==> src/rtl/pulse_period_meter.sv <==
// Measures clk cycles between rising edges of a clk-synchronous strobe, compares each
// period against an expected value, and declares lock after a run of consecutive matches.
module pulse_period_meter #(
    parameter int W      = 8,
    parameter int LOCK_N = 4
) (
    input  logic         clk,
    input  logic         rst_b,
    input  logic         en,
    input  logic         clr,
    input  logic         pin,
    input  logic [W-1:0] exp,
    output logic [W-1:0] period,
    output logic         per_vld,
    output logic         match,
    output logic         locked,
    output logic         ovf
);

    localparam logic [0:0]   S_IDLE   = 1'b0;
    localparam logic [0:0]   S_MEAS   = 1'b1;
    localparam logic [W-1:0] CNT_MAX  = '1;
    localparam logic [W-1:0] CNT_ONE  = W'(1);
    localparam logic [3:0]   LOCK_TGT = 4'(LOCK_N);

    logic         r_pin_d;
    logic [0:0]   r_state;
    logic [W-1:0] r_cnt;
    logic [3:0]   r_lock_cnt;
    logic [W-1:0] r_period;
    logic         r_per_vld;
    logic         r_match;
    logic         r_locked;
    logic         r_ovf;

    logic [0:0]   w_state_nxt;
    logic [W-1:0] w_cnt_nxt;
    logic [3:0]   w_lock_cnt_nxt;
    logic [W-1:0] w_period_nxt;
    logic         w_per_vld_nxt;
    logic         w_match_nxt;
    logic         w_locked_nxt;
    logic         w_ovf_nxt;

    logic         w_edge;
    logic         w_hit;
    logic [3:0]   w_lock_inc;

    // A level held high yields exactly one edge; pin_d tracks pin even while disabled.
    assign w_edge = pin & ~r_pin_d;

    // exp = 0 can never be a valid period, so it is excluded from matching explicitly.
    assign w_hit = (r_cnt == exp) && (exp != '0);

    assign w_lock_inc = (r_lock_cnt >= LOCK_TGT) ? LOCK_TGT : r_lock_cnt + 4'd1;

    always_comb begin
        // NOTE: every next-state signal gets a default first so no path infers a latch.
        w_state_nxt    = r_state;
        w_cnt_nxt      = r_cnt;
        w_lock_cnt_nxt = r_lock_cnt;
        w_period_nxt   = r_period;
        w_per_vld_nxt  = 1'b0;
        w_match_nxt    = r_match;
        w_locked_nxt   = r_locked;
        w_ovf_nxt      = r_ovf;

        if (clr) begin
            w_state_nxt    = S_IDLE;
            w_cnt_nxt      = '0;
            w_lock_cnt_nxt = '0;
            w_period_nxt   = '0;
            w_match_nxt    = 1'b0;
            w_locked_nxt   = 1'b0;
            w_ovf_nxt      = 1'b0;
        end else if (en) begin
            case (r_state)
                S_IDLE: begin
                    if (w_edge) begin
                        w_cnt_nxt   = CNT_ONE;
                        w_state_nxt = S_MEAS;
                    end
                end
                S_MEAS: begin
                    if (w_edge) begin
                        w_period_nxt  = r_cnt;
                        w_per_vld_nxt = 1'b1;
                        w_match_nxt   = w_hit;
                        w_cnt_nxt     = CNT_ONE;
                        if (w_hit) begin
                            w_lock_cnt_nxt = w_lock_inc;
                            w_locked_nxt   = (w_lock_inc == LOCK_TGT);
                        end else begin
                            w_lock_cnt_nxt = '0;
                            w_locked_nxt   = 1'b0;
                        end
                    end else if (r_cnt == CNT_MAX) begin
                        // Counter is pinned at full scale: the interval is longer than measurable.
                        w_ovf_nxt = 1'b1;
                    end else begin
                        w_cnt_nxt = r_cnt + CNT_ONE;
                    end
                end
                default: w_state_nxt = S_IDLE;
            endcase
        end
    end

    always_ff @(posedge clk or negedge rst_b) begin
        if (!rst_b) begin
            r_pin_d <= 1'b0;
        end else begin
            r_pin_d <= pin;
        end
    end

    always_ff @(posedge clk or negedge rst_b) begin
        if (!rst_b) begin
            r_state    <= S_IDLE;
            r_cnt      <= '0;
            r_lock_cnt <= '0;
            r_period   <= '0;
            r_per_vld  <= 1'b0;
            r_match    <= 1'b0;
            r_locked   <= 1'b0;
            r_ovf      <= 1'b0;
        end else begin
            // NOTE: non-blocking assignments so every register samples pre-edge values.
            r_state    <= w_state_nxt;
            r_cnt      <= w_cnt_nxt;
            r_lock_cnt <= w_lock_cnt_nxt;
            r_period   <= w_period_nxt;
            r_per_vld  <= w_per_vld_nxt;
            r_match    <= w_match_nxt;
            r_locked   <= w_locked_nxt;
            r_ovf      <= w_ovf_nxt;
        end
    end

    assign period  = r_period;
    assign per_vld = r_per_vld;
    assign match   = r_match;
    assign locked  = r_locked;
    assign ovf     = r_ovf;

endmodule

==> config.mk <==
export PLATFORM = sky130hd
export DESIGN_NAME = pulse_period_meter
export DESIGN_NICKNAME = d
export VERILOG_FILES = /design/src/rtl/pulse_period_meter.sv
export SDC_FILE = /design/constraint.sdc
export NUM_CORES = 1
export LEC_CHECK = 0
export BUFFER_PORTS_ARGS = -buffer_cell sky130_fd_sc_hd__buf_2
export CAP_MARGIN = 0
export CORE_AREA = 2 2 52 54
export DETAILED_ROUTE_END_ITERATION = 7
export DIE_AREA = 0 0 54 56
export PLACE_DENSITY_LB_ADDON = 0.08
export SYNTH_ARGS = -nofsm -noshare
export SYNTH_HDL_FRONTEND = slang
export SYNTH_SLANG_ARGS = --single-unit
==> constraint.sdc <==
create_clock -name clk -period 2.85 [get_ports clk]
set_input_delay 0 -clock clk [delete_from_list [all_inputs] [get_ports clk]]
set_output_delay 0 -clock clk [all_outputs]
set_load 0.02 [all_outputs]
==> flow_summary.toml <==
[outcome]
status = "completed"

[die]
die_y_um = 56
start_util_pct = 58.2
die_area_um2 = 3020
core_um2 = 2430
die-width_um = 54
io_pins = 25
rows = 18

[sta]
setup_viol = 0
fin_ws_ps = 903
fin_tns_setup_ps = 0
finalCritPeriodShare_pct = 68.3
hold_violations = 0
clock.fmax_mhz = 514
rsz0062_at_grt = "no"
worst_pin_slew_ps = 749
skew_ps = 1.12
slew_headroom_pct = 49.9
fin_crit_ps = 1950
slew_violations = 0

[clock_network]
cts_resized = 0
cts_tree = "yes"
cts_buffers = 3
clkSlewWorstSetupHoldPaths_ps = 140
cts_setup_buffers = 0
ctsLongestPathBuffers = 2
cts_hold_buffers = 3
htree_levels = 1
clk_latency_ps = 310
clockRootBuffer = "clkbuf_4"
cts_num_sinks = 26

[power_and_ir_drop]
power_leakage_nw = 0.761
cell_internal_pwr_uw = 544
clkPwrFrac_pct = 36.0
p_sw_uw = 159
switching_share_pct = 22.6
combPwrFrac_pct = 9.8
powerDensity_nw_per_um2 = 436
pwr-share-seq_pct = 54.2
ir_drop_mv = 0.380

[run]
cap_violations = 0

[setup_path]
cp.required_ps = 3070
worstSetupPathType = "reg -> reg"
start_kind = "register"
critical_path.endpoint_type = "register"
critPathMaxFanout = 10
arrival_ps = 2170
r2r_slack_ps = 900

[global_routing]
top_usage_layer = "met2"
grtUsageMet3_pct = 2.42
antenna_found_initial = 0
grt_pass1_wl_um = 4400
grt_util_met1_pct = 26.7
grt_max_degree = 27
grt_overflow = 0
use_met2_pct = 30.3
track_usage_pct = 19.0
grt_pass1_vias = 1004

[finish]
final_area_um2 = 1610
final_cells = 195
postLayoutCoreUtil_pct = 66.3
n_fill_cell = 181
final_cell_mix = "dfrtp_1, buf_2, nand2_1, nor2_1, xor2_1"
diodes = 0
drive_above_1_share_pct = 23.0
final_common_cell = "dfrtp_1"
finalNetCount = 181
syn_to_final_growth_pct = 13.8

[placed_design]
gp_congestion = 0.892
place_area_um2 = 1530
dp_slack_ps = 951
post-place-cells = 188
io_buffers = 24
hpwl_um = 1950

[detailed_routing]
via_count = 1108
drc_errors = 0
antenna_left = 0
vias_per_cell = 5.68
wirelength_um = 2660
wl_per_cell_um = 13.6
drtIter0Drc = 20
drt_pass1_iterations = 4

[logic_synthesis]
synth_edf_count = 0
synthFlopType = "dfrtp_1"
yosys.area.top_type = "dfrtp_1"
synth_area_um2 = 1420
synthTopCellsByArea = "dfrtp_1, xor2_1, nand2_1"
synth_cells = 140
syn_nets = 155
synthArstFlopShare_pct = 100
synth.avg_cell_area_um2 = 10.1
ys_seq_area_share_pct = 45.9
yosys_warnings = 0
ys_ff_latch = 26
yosysTopAreaCellShare_pct = 45.9
synth_cell_types = 42

[hold_path]
worstHoldPathType = "in -> reg"
-- critical path, cell delays in order, from the launching register on --
cell     delay (ps)
dfrtp_1         390
nor2b_1         590
a21o_1          370
or2_4           210
mux2_4          290
-- Yosys cell counts (3+ instances only) --
cell and count:
inv_1 4, nand2_1 17, a21oi_1 4, buf_2 3, a32o_1 3, o31ai_1 4, nor2_1 14, or2b_1 3
xor2_1 8, nand2b_1 5, nor4_1 3, o21ai_1 4, o21ai_0 6, dfrtp_1 26
-- cell type report --
cell class | instances | area [um^2] | area share (%)
multi-input cells | 103 | 698 | 43.3
flip-flops and latches | 26 | 651 | 40.4
repair buffers | 28 | 158 | 9.78
well taps | 30 | 37.5 | 2.33
clock inverters | 1 | 30.0 | 1.86
clock buffers | 3 | 22.5 | 1.40
inverters | 4 | 15.0 | 0.932
-- state kept, by name, summed over array words and instances, names as in the netlist --
register,cells
period,8
r_cnt,8
r_lock_cnt,4
locked,1
match,1
ovf,1
per_vld,1
r_pin_d,1
r_state,1
-- layer usage --
layer | share of wire [%] | vias to the layer above
li1 | - | 549
met1 | 48 | 529
met2 | 47 | 28
met3 | 4.3 | 2
met4 | 0.56 | 0
met5 | 0 | -
-- final timing paths --
check,startpoint,endpoint,cells after the start
min in group asynchronous,rst_b,period[3]$_DFFE_PN0P_,2
max in group asynchronous,rst_b,r_cnt[2]$_DFFE_PN0P_,2
worst min-delay path,clr,r_state$_DFFE_PN0N_,2
worst max-delay path,r_pin_d$_DFF_PN0_,r_cnt[0]$_DFFE_PN0P_,4
worst max register to register,r_pin_d$_DFF_PN0_,r_cnt[0]$_DFFE_PN0P_,4
worst min register to register,period[5]$_DFFE_PN0P_,period[5]$_DFFE_PN0P_,2
-- power groups by stage --
| stage | Sequential [mW] | Clock (mW) | Combinational [mW] |
|---|---|---|---|
| 4_1_cts | 0.381 | 0.257 | 0.0696 |
| 2_1_floorplan | 0.389 | 0 | 0.0419 |
| 5_1_grt | 0.382 | 0.272 | 0.0772 |
| 6_report | 0.381 | 0.253 | 0.0691 |
| 3_5_place_dp | 0.388 | 0 | 0.0662 |
| 3_3_place_gp | 0.388 | 0 | 0.0645 |
-- logic make-up after synthesis --
| family | Yosys count | share of synthesized area, % |
|---|---|---|
| AO/OA/AOI/OAI | 34 | 17.8 |
| flip-flops | 26 | 45.9 |
| buffers and inverters | 11 | 4.77 |
| XOR/XNOR | 8 | 4.95 |
| adder cells (fa/ha/maj) | 2 | 1.77 |
| multiplexers | 2 | 1.85 |
| AND/OR/NAND/NOR | 57 | 22.9 |
-- through the flow --
step                hold WS (ps)  power (mW)
global placement            20.7       0.452
CTS                         38.5       0.707
finish                      52.5       0.703
global route                46.3       0.731
detailed placement          29.8       0.454
floorplan                   -296       0.431
No activity file was read; power rests on OpenSTA's default activity.
